===== config.mk =====
export PLATFORM = sky130hd
export DESIGN_NAME = two_req_rr_arbiter
export DESIGN_NICKNAME = d
export VERILOG_FILES = /design/src/rtl/two_req_rr_arbiter_pkg.sv /design/src/rtl/arb_data_mux2.sv /design/src/rtl/two_req_rr_arbiter.sv
export SDC_FILE = /design/constraint.sdc
export NUM_CORES = 1
export LEC_CHECK = 0
export BUFFER_PORTS_ARGS = -buffer_cell sky130_fd_sc_hd__buf_2
export CORE_MARGIN = 5
export CORE_UTILIZATION = 33
export CTS_CLUSTER_DIAMETER = 80
export DETAILED_ROUTE_END_ITERATION = 10
export MAX_ROUTING_LAYER = met4
export PLACE_DENSITY = 0.79
export SLEW_MARGIN = 20
export SYNTH_ARGS = -nofsm -noshare
export SYNTH_HDL_FRONTEND = slang
export SYNTH_SLANG_ARGS = --single-unit
export TNS_END_PERCENT = 100

===== constraint.sdc =====
create_clock -name clk -period 1.65 [get_ports clk]
set_input_delay 0.33 -clock clk [delete_from_list [all_inputs] [get_ports clk]]
set_output_delay 0.33 -clock clk [all_outputs]
set_load 0.05 [all_outputs]

===== src/rtl/two_req_rr_arbiter_pkg.sv =====
// rtl/two_req_rr_arbiter_pkg.sv - shared state encodings and counter width for the two-requester arbiter
package two_req_rr_arbiter_pkg;

    typedef enum logic [1:0] {
        ARB_IDLE = 2'd0,
        ARB_GNT0 = 2'd1,
        ARB_GNT1 = 2'd2
    } arb_state_t;

    localparam int ARB_CNT_W = 8;

endpackage


===== src/rtl/arb_data_mux2.sv =====
// rtl/arb_data_mux2.sv - DATA_W-bit 2:1 data mux carrying the last flag alongside
//
// Ports:
//   data0/last0  requester 0 beat data and last flag
//   data1/last1  requester 1 beat data and last flag
//   sel          0 selects requester 0, 1 selects requester 1
//   out_data     selected beat data
//   out_last     selected last flag
module arb_data_mux2 #(
    parameter int DATA_W = 8
) (
    input  logic [DATA_W-1:0] data0,
    input  logic              last0,
    input  logic [DATA_W-1:0] data1,
    input  logic              last1,
    input  logic              sel,
    output logic [DATA_W-1:0] out_data,
    output logic              out_last
);

    assign out_data = sel ? data1 : data0;
    assign out_last = sel ? last1 : last0;

endmodule


===== src/rtl/two_req_rr_arbiter.sv =====
// rtl/two_req_rr_arbiter.sv - round-robin burst arbiter sharing one output channel between two requesters
//
// Optional feature macro: ARB_TIMEOUT_EN (per-grant beat limit of MAX_BEATS with forced release).
//
// Ports:
//   clk, rst_n             clock; asynchronous active-low reset
//   req0/data0/last0       requester 0 beat request, data, last-of-burst
//   req1/data1/last1       requester 1 beat request, data, last-of-burst
//   gnt0, gnt1             channel ownership (registered, never both high)
//   ack0, ack1             beat accepted from the owning requester this cycle
//   sel                    data mux select; holds its last value while idle
//   out_valid/out_data/out_last  beat presented to the consumer
//   out_ready              consumer accepts the beat
//   timeout                one-cycle pulse after a forced grant release
module two_req_rr_arbiter
    import two_req_rr_arbiter_pkg::*;
#(
    parameter int DATA_W    = 8,
    parameter int MAX_BEATS = 16
) (
    input  logic              clk,
    input  logic              rst_n,
    input  logic              req0,
    input  logic [DATA_W-1:0] data0,
    input  logic              last0,
    input  logic              req1,
    input  logic [DATA_W-1:0] data1,
    input  logic              last1,
    output logic              gnt0,
    output logic              gnt1,
    output logic              ack0,
    output logic              ack1,
    output logic              sel,
    output logic              out_valid,
    output logic [DATA_W-1:0] out_data,
    output logic              out_last,
    input  logic              out_ready,
    output logic              timeout
);

    if (MAX_BEATS < 2 || MAX_BEATS > 255) begin : g_bad_max_beats
        $error("MAX_BEATS must lie in 2..255");
    end

    arb_state_t        state;
    arb_state_t        state_next;
    logic              ptr;
    logic              ptr_next;
    logic              sel_q;
    logic              busy;
    logic [DATA_W-1:0] mux_data;
    logic              mux_last;
    logic              force_last;
    logic              xfer;
    logic              burst_end;

    assign gnt0 = (state == ARB_GNT0);
    assign gnt1 = (state == ARB_GNT1);
    assign busy = gnt0 | gnt1;

    // While idle the select keeps pointing at the previous owner.
    assign sel = gnt1 | (~gnt0 & sel_q);

    arb_data_mux2 #(.DATA_W(DATA_W)) u_mux (
        .data0    (data0),
        .last0    (last0),
        .data1    (data1),
        .last1    (last1),
        .sel      (sel),
        .out_data (mux_data),
        .out_last (mux_last)
    );

    assign out_valid = (gnt0 & req0) | (gnt1 & req1);
    assign ack0      = gnt0 & req0 & out_ready;
    assign ack1      = gnt1 & req1 & out_ready;
    // Gate the channel with the grant so nothing leaks out while idle or in reset.
    assign out_data  = busy ? mux_data : '0;
    assign out_last  = busy & (mux_last | force_last);
    assign xfer      = out_valid & out_ready;
    assign burst_end = xfer & out_last;

`ifdef ARB_TIMEOUT_EN
    localparam logic [ARB_CNT_W-1:0] LAST_CNT = ARB_CNT_W'(MAX_BEATS - 1);

    logic [ARB_CNT_W-1:0] beat_cnt;
    logic                 timeout_q;

    // The beat that would reach the limit is flagged last so the consumer sees a closed burst.
    assign force_last = busy & (beat_cnt == LAST_CNT);
    assign timeout    = timeout_q;

    always_ff @(posedge clk or negedge rst_n) begin
        if (!rst_n) begin
            beat_cnt  <= '0;
            timeout_q <= 1'b0;
        end else begin
            // Only a release that the requester did not ask for counts as a timeout.
            timeout_q <= burst_end & ~mux_last;
            if (!busy || burst_end) begin
                beat_cnt <= '0;
            end else if (xfer) begin
                beat_cnt <= beat_cnt + 1'b1;
            end
        end
    end
`else
    assign force_last = 1'b0;
    assign timeout    = 1'b0;
`endif

    always_comb begin
        state_next = state;
        ptr_next   = ptr;
        unique case (state)
            ARB_IDLE: begin
                // On contention ptr names the requester whose turn it is.
                if (req0 && (!req1 || !ptr)) begin
                    state_next = ARB_GNT0;
                end else if (req1) begin
                    state_next = ARB_GNT1;
                end
            end
            ARB_GNT0: begin
                if (burst_end) begin
                    state_next = ARB_IDLE;
                    ptr_next   = 1'b1;
                end
            end
            ARB_GNT1: begin
                if (burst_end) begin
                    state_next = ARB_IDLE;
                    ptr_next   = 1'b0;
                end
            end
            default: state_next = ARB_IDLE;
        endcase
    end

    always_ff @(posedge clk or negedge rst_n) begin
        if (!rst_n) begin
            state <= ARB_IDLE;
            ptr   <= 1'b0;
            sel_q <= 1'b0;
        end else begin
            state <= state_next;
            ptr   <= ptr_next;
            sel_q <= sel;
        end
    end

endmodule


==> results of run 1 <==
[cells by family after synthesis]
group / Yosys count / synth area share
fa+ha+maj: 3 / 0.0783
flops: 4 / 0.209
other cells: 1 / 0.00783
buf+inv: 8 / 0.0731
simple gates: 22 / 0.248
compound gates: 27 / 0.384
[timing repair]
action,in CTS
gates resized for setup,53
setup endpoints to repair,16
hold buffers,1
gates cloned,2
setup buffers,8
hold endpoints to repair,4
pin swaps,12
[synth_stat cells]
cell      instances  share of area
a22o_1            1          0.018
o32ai_1           1          0.018
o21ai_0           8          0.084
nor2_1            1         0.0078
nand2_1          10          0.078
ha_1              3          0.078
dfrtp_1           4           0.21
nor2_2            1          0.013
o32a_1            1          0.021
a31o_1            1          0.018
conb_1            1         0.0078
nor2b_1           3          0.039
nand3_1           1          0.010
or3b_2            1          0.018
and3_1            2          0.026
buf_2             1          0.010
buf_4             1          0.016
o21ai_2           1          0.018
a21oi_1           3          0.031
o221ai_1          1          0.018
clkbuf_1          2          0.016
and2_1            1          0.013
or3b_4            1          0.023
nand4b_1          1          0.018
inv_1             4          0.031
a21boi_0         10           0.16
[metrics by stage]
stage	std cells	utilization
4_1_cts	141	0.892
3_5_place_dp	128	0.693
3_3_place_gp	128	0.693
2_1_floorplan	65	-
==> results.md, run 1 <==
* Post-Syn Area at 479 um2
* Max H-tree Level at 1
* Largest net degree at the start of global routing at 13
* Synth unique cells at 26
* Die Ht at 48.1 um
* Last stage reached: global routing
* Grt repair worst endpoint: out_data[2]
* Pre-CTS WS at -0.258 ns
* Placer Congestion at 0.696
* Clk sinks at 4
* Mean post-synth cell area at 7.37 um2
* Worst EP Category: top-level output
* Clock Path Buffers at 2
* Err: [ERROR DPL-0033] detailed placement checks failed during check placement.
* Sequential element share of the synthesized area at 0.209
* Gate count after technology mapping at 65
* Net Count, Synth at 91
* Initial core utilization at 0.359
* Synthesized flop and latch total at 4
* # port buffers at 37
* Antenna violations before repair at 0
* Die W at 48.1 um
* Num rows at 13
* Num ports at 39
* Status: did not finish
* Hpwl dp at 1440 um
* Warnings from Yosys at 0
* Root Buffer: clkbuf_4
* Placed Area at 925 um2
* Number of buffers created by CTS at 3
==> run 2: changes to the inputs <==
--- a/config.mk
+++ b/config.mk
@@ -6,12 +6,10 @@
 export NUM_CORES = 1
 export LEC_CHECK = 0
 export BUFFER_PORTS_ARGS = -buffer_cell sky130_fd_sc_hd__buf_2
-export CORE_MARGIN = 5
-export CORE_UTILIZATION = 33
-export CTS_CLUSTER_DIAMETER = 80
+export CORE_AREA = 5 5 66 68
 export DETAILED_ROUTE_END_ITERATION = 10
-export MAX_ROUTING_LAYER = met4
-export PLACE_DENSITY = 0.79
+export DIE_AREA = 0 0 71 73
+export PLACE_DENSITY_LB_ADDON = 0.15
 export SLEW_MARGIN = 20
 export SYNTH_ARGS = -nofsm -noshare
 export SYNTH_HDL_FRONTEND = slang
==> constraint.sdc (replaced) <==
create_clock -name clk -period 2.15 [get_ports clk]
set_input_delay 0.43 -clock clk [delete_from_list [all_inputs] [get_ports clk]]
set_output_delay 0.43 -clock clk [all_outputs]
set_load 0.05 [all_outputs]
==> run 2 against run 1 <==
Compared with the run above: the flow now finishes without violations; synthesized area is the same; synthesized cell count is the same.
==> results.md, run 2 <==
* Clock Latency Late Sink at 0.22 ns
* Initial core utilization at 0.126
* Largest net degree at the start of global routing at 11
* Power Density at 1940 nW/um2
* Vias in the first global route at 693
* Sequential element share of the synthesized area at 0.209
* # port buffers at 37
* Gr usage total at 0.0751
* Num rows at 23
* Initial DRC Count at 27
* R2R setup slack at 0.32 ns
* Arrival time at the worst endpoint at 1.70 ns
* Most common flop cell mapped by yosys: dfrtp_1
* Min setup slack post-route at 0.0193 ns
* RSZ-0062 raised after global routing: true
* Mean post-synth cell area at 7.37 um2
* Synthesized flop and latch total at 4
* Pint at 949 uW
* Net Count, Synth at 91
* Status: completed
* Critical Path End Type: output port
* Regs by FF count: state: 2 flops, ptr: 1 flops, sel_q: 1 flops
* Clock Power Share at 0.079
* Final Slew Violations at 0
* Finished Cell Area at 1020 um2
* Worst Skew at 0.00354 ns
* Cells after DPL at 158
* Gate count after technology mapping at 65
* Worst reg2reg path depth at 5
* Antenna violations before repair at 0
* Post-Syn Area at 479 um2
* Max_cap viols at 0
* Root Buffer: clkbuf_8
* Core Area at 3800 um2
* CP dominant cell by count: nor2b_4
* Seq pwr share at 0.069
* Worst hold margin at 0.0139 ns
* Sw frac at 0.519
* Dominant cells by area after synthesis: dfrtp_1 (21%), a21boi_0 (16%), o21ai_0 (8.4%)
* Warnings from Yosys at 0
* Detailed Route WL at 1930 um
* F_max at 0.469 GHz
* Most frequent cells in the layout: buf_2 (28), buf_4 (13), nand2_1 (10)
* First-pass GRT wire length at 3060 um
* Layout Nets at 140
* Die area at 5180 um2
* Synth cell count leaders: a21boi_0 (10), nand2_1 (10), o21ai_0 (8)
* Critical path cell sequence: inv_2, ha_4, nor2b_4, or3b_4, and2_4, nor2b_4, buf_8
* Post-DRT Antenna Nets at 0
* Placer Congestion at 0.718
* Gr ovfl total at 0
* Final Cycle Share at 0.991
* Ant diodes at 0
* CP required at 1.72 ns
* Reg-to-reg startpoint: state[0]
* First-pass detailed-route iteration total at 2
* Die W at 71 um
* Combinational share of power at 0.852
* Crit path max-delay family: simple AND/OR/NAND/NOR gates
* Area Overhead vs Synth at 112%
* Max H-tree Level at 1
* Hpwl dp at 1640 um
* Vias/cell at 4.01
* Switch Pwr at 1030 uW
* Setup total negative slack at 0 ns
* Async SR Flop Fraction at 1.00
* Worst min-delay path class: in2async
* Remaining DRCs at 0
* Number of buffers created by CTS at 3
* CP Buf/Inv Count at 2
* Fin cells at 162
* Synth area leader: dfrtp_1
* Hold Violations, Final at 0
* Clk sinks at 4
* Placed Area at 895 um2
* EDFF count, synth at 0
* Reg with most FFs: state
* Peak VDD IR at 409 uV
* Crit Path Class: reg2out
* Worst R2R End: ptr
* WL/cell at 11.9 um
* Layout cell share with drive strength beyond 1 at 0.625
* Pleak at 0.000482 uW
* Fillers at 437
* CTS tree: yes
* Max FO, Critical Path at 4
* Max reg flops at 2
* Worst path slowest cell: dfrtp_1
* Crit path time final at 2.13 ns
* Reg area at 100 um2
* Pre-CTS WS at 0.0333 ns
* Synth unique cells at 26
* Clock Path Buffers at 2
* Slowest Stage Delay on Critical Path at 0.41 ns
* Die Ht at 73 um
* Multi-input gate area at 477 um2
* Num ports at 39
* Via count at 650
* Commonest non-fill, non-tap cell in the layout: buf_2
* Synth top area share at 0.209
* CP Launch Type: flip-flop
* Reg clk slew, reported paths at 0.03 ns
* Final setup viols at 0
-- run 2: cell counts after synthesis --
No cell type changed its count.
-- run 2: through the flow --
step	utilization	power [uW]
floorplan	-	1290
global placement	0.236	1650
detailed placement	0.236	1650
CTS	0.262	1960
global route	0.267	2090
finish	0.267	1970
-- run 2: final cells by class --
class,count,area share
Clock buffer,3,0.0406
Sequential cell,4,0.0985
Timing Repair Buffer,48,0.315
Inverter,4,0.0148
Tap cell,50,0.0616
Multi-Input combinational cell,53,0.469
-- run 2: kinds of logic after synthesis --
family / count (synthesis) / share of synthesized area
compound gates: 27 / 0.384
fa+ha+maj: 3 / 0.0783
buf+inv: 8 / 0.0731
flops: 4 / 0.209
other cells: 1 / 0.00783
simple gates: 22 / 0.248
-- run 2: power by group through the flow --
stage | clock [uW] | combinational (uW) | sequential (uW)
after floorplan | 0 | 1160 | 126
final | 156 | 1680 | 136
after detailed placement | 0 | 1520 | 132
after CTS | 162 | 1660 | 138
after global placement | 0 | 1520 | 130
after global routing | 169 | 1780 | 140
-- run 2: per-layer routing --
metal  track usage  wire, um  vias to the layer above
li1              -         -                      323
met1        0.0766       751                      301
met2         0.136       965                       26
met3        0.0303       209                        0
met4        0.0313         0                        0
met5             0         0                        -
-- run 2: worst max-delay path by stage --
stage	start	to	slack (ns)	cells past startpoint
after floorplan	state[0]	out_data[1]	0.01	5
after global placement	state[0]	out_last	0.09	6
after detailed placement	state[1]	out_data[4]	0.03	7
after CTS	state[1]	out_last	0.002	7
after global routing	state[1]	out_last	-0.05	7
final	state[1]	out_last	0.02	7
-- run 2: what timing repair did --
item                                    in CTS  in global routing
resized for setup                           19                  5
hold endpoints to repair                     0                  0
setup buffers                                0                  1
hold buffers                                 0                  0
endpoints found under the setup margin       9                  9
-- run 2: worst reg2reg max path: cells and delay by family, from the launching register on --
kind,cells,cell delay (ns)
adder cells (fa/ha/maj),1,0.51
AND/OR/NAND/NOR,1,0.44
flip-flops,1,0.39
buffers and inverters,2,0.29
AO/OA/AOI/OAI,1,0.09
No activity file was read; power rests on OpenSTA's default activity.
==> run 3: changes to the inputs <==
==> constraint.sdc (replaced) <==
create_clock -name clk -period 2.15 [get_ports clk]
set_input_delay 0.43 -clock clk [delete_from_list [all_inputs] [get_ports clk]]
set_output_delay 0.43 -clock clk [all_outputs]
set_load 0.01 [all_outputs]
==> run 3 against run 2 <==
Compared with the run above: cell count shrank 1.9%; clock power shrank 3%; wire length shrank 6.9%; critical path type unchanged; fmax grew 0.73%; die area is the same; first-iteration DRC count shrank 26%; worst setup slack gained 0.015 ns.
==> results.md, run 3 (synthesized netlist as in run 2, its figures left out) <==
* Initial DRC Count at 20
* Critical Path End Type: output port
* Num rows at 23
* Final setup viols at 0
* Fin util at 0.219
* F_max at 0.473 GHz
* Design Power at 1150 uW
* Die Ht at 73 um
* Crit path from: state[1]
* Clock Path Buffers at 2
* First-pass detailed-route iteration total at 2
* Status: completed
* Num ports at 39
* Reg with most FFs: state
* Die W at 71 um
* Hold_buf cts at 0
* Crit path capture: out_last
* Met3 GRT Util at 0.0331
* Number of buffers created by CTS at 3
* RSZ-0062 raised after global routing: true
* Reg-to-reg startpoint: state[1]
* Pre-CTS WS at 0.247 ns
* Max H-tree Level at 1
* Most frequent cells in the layout: buf_2 (37), nand2_1 (10), o21ai_0 (8)
* Clk sinks at 4
* Core Area at 3800 um2
* Hold Violations, Final at 0
* Pleak at 0.000394 uW
* GR peak layer: met2
* Initial core utilization at 0.126
* Hpwl dp at 1550 um
* Max_cap viols at 0
* Max FO, Critical Path at 4
* Layout Nets at 137
* Gr ovfl total at 0
* Via count at 617
* Die area at 5180 um2
* Met2 usage at 0.103
* Remaining DRCs at 0
* Peak VDD IR at 482 uV
* CP required at 1.72 ns
* # port buffers at 37
* CP Launch Type: flip-flop
* Regs by FF count: state: 2 flops, ptr: 1 flops, sel_q: 1 flops
* CTS tree: yes
* Largest net degree at the start of global routing at 16
* Worst R2R End: state[1]
* Vias/cell at 3.88
* Layout cell share with drive strength beyond 1 at 0.532
* Worst reg2reg path depth at 8
* Final Slew Violations at 0
* Post-DRT Antenna Nets at 0
* First-pass GRT wire length at 2700 um
* Antenna violations before repair at 0
* Placer Congestion at 0.735
* GR Layer Usage met1 at 0.0774
* Area Overhead vs Synth at 73.6%
* Min setup slack post-route at 0.0347 ns
* Worst min-delay path class: in2async
* Root Buffer: clkbuf_8
* Max reg flops at 2
* Commonest non-fill, non-tap cell in the layout: buf_2
* Vias in the first global route at 613
* Reg clk slew, reported paths at 0.03 ns
* Gr usage total at 0.0642
* Clock Latency Late Sink at 0.21 ns
* Power Density at 1380 nW/um2
* R2R setup slack at 0.43 ns
* Crit Path Class: reg2out
* Worst Skew at 0.000478 ns
* Worst hold margin at 0.0224 ns
* Crit path time final at 2.12 ns
* Detailed Route WL at 1790 um
* Arrival time at the worst endpoint at 1.69 ns
* WL/cell at 11.3 um
* Final Cycle Share at 0.984
* Ant diodes at 0
## run 3: changes by cell type in the layout (fill, tap and decap cells not counted), sizes merged
| cell | previous run | this run |
|---|---|---|
| buf | 48 | 45 |
## run 3: stage by stage
| stage | instances | setup TNS (ns) | area (um2) |
|---|---|---|---|
| floorplan | 65 | 0 | 479 |
| global placement | 153 | 0 | 744 |
| detailed placement | 153 | 0 | 744 |
| CTS | 156 | 0 | 786 |
| global route | 159 | -0.0449 | 832 |
| finish | 159 | 0 | 832 |
## run 3: per-layer routing
layer / share of wire / vias up
met5: 0 / -
met4: 0.0056 / 0
met3: 0.14 / 2
met2: 0.41 / 35
met1: 0.45 / 264
li1: - / 316
## run 3: final cells by class
| cell class | count | area, um2 |
|---|---|---|
| clock buffer | 3 | 41.3 |
| tap | 50 | 62.6 |
| sequential | 4 | 100 |
| multi-input combinational | 53 | 364 |
| inverter | 4 | 15.0 |
| timing repair buffer | 45 | 249 |
| fill | 458 | 2970 |
## run 3: repair_timing
action                                  in CTS  in global routing
buffers inserted                             0                  3
endpoints found under the setup margin       0                  9
gates resized for setup                      0                 13
## run 3: report_power, final
part           internal (uW)  total [uW]  switching (uW)  leakage, uW
Clock                    119         152            33.0    0.0000216
Combinational            407         865             457     0.000329
Sequential               108         132            23.5    0.0000433
## run 3: worst min path at each step
stage | from | to | slack [ns] | cells after the start
final | rst_n | state[1] | 0.02 | 1
after global placement | rst_n | ptr | 0.24 | 1
after CTS | rst_n | state[1] | 0.02 | 1
after detailed placement | rst_n | state[1] | 0.24 | 1
after global routing | rst_n | state[1] | 0.02 | 1
after floorplan | rst_n | ptr | 0.13 | 0
## run 3: worst max-delay path, cell delays in order, from the launching register on
cell and delay [ns]:
dfrtp_1 0.39, inv_2 0.09, ha_4 0.12, nor2b_1 0.05, or3b_4 0.41, and2_4 0.15, nor2b_1 0.11, buf_2 0.15
==> run 4: changes to the inputs <==
--- a/config.mk
+++ b/config.mk
@@ -5,10 +5,11 @@
 export SDC_FILE = /design/constraint.sdc
 export NUM_CORES = 1
 export LEC_CHECK = 0
+export ABC_AREA = 1
 export BUFFER_PORTS_ARGS = -buffer_cell sky130_fd_sc_hd__buf_2
-export CORE_AREA = 5 5 66 68
+export CORE_AREA = 2 2 63 65
 export DETAILED_ROUTE_END_ITERATION = 10
-export DIE_AREA = 0 0 71 73
+export DIE_AREA = 0 0 65 67
 export PLACE_DENSITY_LB_ADDON = 0.15
 export SLEW_MARGIN = 20
 export SYNTH_ARGS = -nofsm -noshare
==> constraint.sdc (replaced) <==
create_clock -name clk -period 2.7 [get_ports clk]
set_input_delay 0.54 -clock clk [delete_from_list [all_inputs] [get_ports clk]]
set_output_delay 0.54 -clock clk [all_outputs]
set_load 0.01 [all_outputs]
==> run 4 against run 3 <==
Compared with the run above: register-to-register slack better by 0.49 ns; clock power decreased by 18%; critical endpoint unchanged; global-route usage grew 0.20 points; highest routed layer unchanged; synthesized area fell by 10%; die area is 16% lower; design area down 16%.
==> results.md, run 4 <==
* Setup total negative slack at 0 ns
* Layout cell share with drive strength beyond 1 at 0.418
* Critical Path End Type: output port
* CP Launch Type: flip-flop
* Final setup viols at 0
* Max reg flops at 2
* Slowest Stage Delay on Critical Path at 0.39 ns
* Layout Nets at 138
* Crit path max-delay family: simple AND/OR/NAND/NOR gates
* Hold Violations, Final at 0
* Synth cell count leaders: nor2_1 (19), nand2_1 (17), o21ai_0 (8)
* Dominant cells by area after synthesis: dfrtp_1 (23%), nor2_1 (17%), nand2_1 (15%)
* Sw frac at 0.516
* Synth top area share at 0.233
* Clock Path Buffers at 2
* First-pass detailed-route iteration total at 4
* Placer Congestion at 0.728
* Net Count, Synth at 99
* Reg-to-reg startpoint: state[0]
* Worst R2R End: state[0]
* Critical path cell sequence: inv_1, ha_1, inv_1, nand2_1, nand2_1, a21boi_0, buf_2
* Largest net degree at the start of global routing at 13
* Reg clk slew, reported paths at 0.03 ns
* Max FO, Critical Path at 12
* Clk sinks at 4
* Gate count after technology mapping at 73
* Regs by FF count: state: 2 flops, ptr: 1 flops, sel_q: 1 flops
* Gr usage total at 0.0662
* Placed Area at 659 um2
* Detailed Route WL at 1330 um
* Pint at 406 uW
* Ant diodes at 0
* Commonest non-fill, non-tap cell in the layout: buf_2
* Clock Latency Late Sink at 0.22 ns
* Final Slew Violations at 0
* WL/cell at 8.43 um
* CP required at 2.16 ns
* Crit path time final at 2.30 ns
* Number of setup buffers added after CTS at 0
* Num rows at 22
* Worst min-delay path class: in2async
* Via count at 579
* Max H-tree Level at 1
* Crit Path Class: reg2out
* Seq pwr share at 0.123
* Die W at 65 um
* Clock Power Share at 0.149
* Vias in the first global route at 565
* Sequential element share of the synthesized area at 0.233
* Die Ht at 67 um
* Hold_buf cts at 0
* Arrival time at the worst endpoint at 1.76 ns
* Final Cycle Share at 0.854
* RSZ-0062 raised after global routing: false
* Status: completed
* Number of buffers created by CTS at 3
* Finished Cell Area at 701 um2
* Combinational share of power at 0.728
* EDFF count, synth at 0
* Reg with most FFs: state
* Top-count cell post-synth: nor2_1
* Pleak at 0.000406 uW
* Mean post-synth cell area at 5.90 um2
* Post-Syn Area at 430 um2
* Most common flop cell mapped by yosys: dfrtp_1
* Power Density at 1200 nW/um2
* Gr ovfl total at 0
* Cells after DPL at 155
* Hpwl dp at 1150 um
* First-pass GRT wire length at 2220 um
* Worst path slowest cell: dfrtp_1
* Max_cap viols at 0
* Initial DRC Count at 15
* Area Overhead vs Synth at 62.8%
* Remaining DRCs at 0
* Synthesized flop and latch total at 4
* CP Buf/Inv Count at 3
* Core Area at 3610 um2
* Worst Skew at 0.00160 ns
* Die area at 4360 um2
* CTS tree: yes
* Num ports at 39
* Peak VDD IR at 302 uV
* Post-DRT Antenna Nets at 0
* Root Buffer: clkbuf_8
* Initial core utilization at 0.119
* Antenna violations before repair at 0
* Switch Pwr at 433 uW
* F_max at 0.434 GHz
* Fillers at 415
* Async SR Flop Fraction at 1.00
* Vias/cell at 3.66
* # resized after CTS at 0
* Most frequent cells in the layout: buf_2 (37), nor2_1 (19), nand2_1 (17)
* Warnings from Yosys at 0
* Synth area leader: dfrtp_1
* Synth unique cells at 17
* Fin cells at 158
* R2R setup slack at 0.92 ns
* Worst reg2reg path depth at 11
* # port buffers at 37
## run 4: cell types whose count changed after synthesis, sizes merged, moves of 3 or more
| cell | change |
|---|---|
| a21boi | -9 |
| nor2b | -3 |
| nand3 | +3 |
| nor2 | +17 |
| inv | +4 |
| nand2 | +10 |
## run 4: kinds of logic after synthesis
logic type,Yosys count,synth area share
AND/OR/NAND/NOR,43,0.416
flip-flops,4,0.233
buffers and inverters,11,0.113
other,1,0.00871
adder cells (fa/ha/maj),3,0.0872
AO/OA/AOI/OAI,11,0.142
## run 4: layout make-up
type,instances,area (um2),area share
Timing Repair Buffer,37,185,0.264
Tap cell,48,60.1,0.0857
Inverter,8,32.5,0.0464
Clock buffer,3,41.3,0.0589
Sequential cell,4,100,0.143
Multi-Input combinational cell,58,282,0.402
## run 4: worst max-delay path by stage
stage | start | endpoint | cells after the start
after floorplan | state[1] | out_data[0] | 9
after global placement | state[0] | out_last | 7
after detailed placement | state[0] | out_last | 7
after CTS | state[0] | out_last | 7
after global routing | state[0] | out_last | 7
final | state[0] | out_last | 7
## run 4: routing by layer
metal  global-route usage  routed length (um)  vias to the layer above
met5                    0                   0                        -
met4               0.0559                  21                        0
met3               0.0118                 102                        2
met2                0.117                 635                       27
met1               0.0675                 573                      252
li1                     -                   -                      298
## run 4: power groups by stage
stage	registers, uW	logic (uW)	clock network, uW
after floorplan	100	424	0
after global placement	106	619	0
after detailed placement	105	619	0
after CTS	104	622	130
after global routing	106	692	134
final	103	611	125
## run 4: metrics by stage
| step | hold slack [ns] | setup slack [ns] | util | power, uW |
|---|---|---|---|---|
| after detailed placement | 0.355 | 0.600 | 0.183 | 724 |
| final | 0.121 | 0.395 | 0.194 | 839 |
| after CTS | 0.124 | 0.364 | 0.194 | 855 |
| after floorplan | 0.244 | 0.833 | - | 524 |
| after global placement | 0.352 | 0.649 | 0.183 | 725 |
| after global routing | 0.128 | 0.186 | 0.194 | 932 |
## run 4: worst reg2reg max path, delay by kind of cell (launching register included)
family	cells	cell delay [ns]
adders and majority gates	1	0.21
buffers and inverters	2	0.18
and+or+nand+nor	8	0.89
DFF	1	0.39
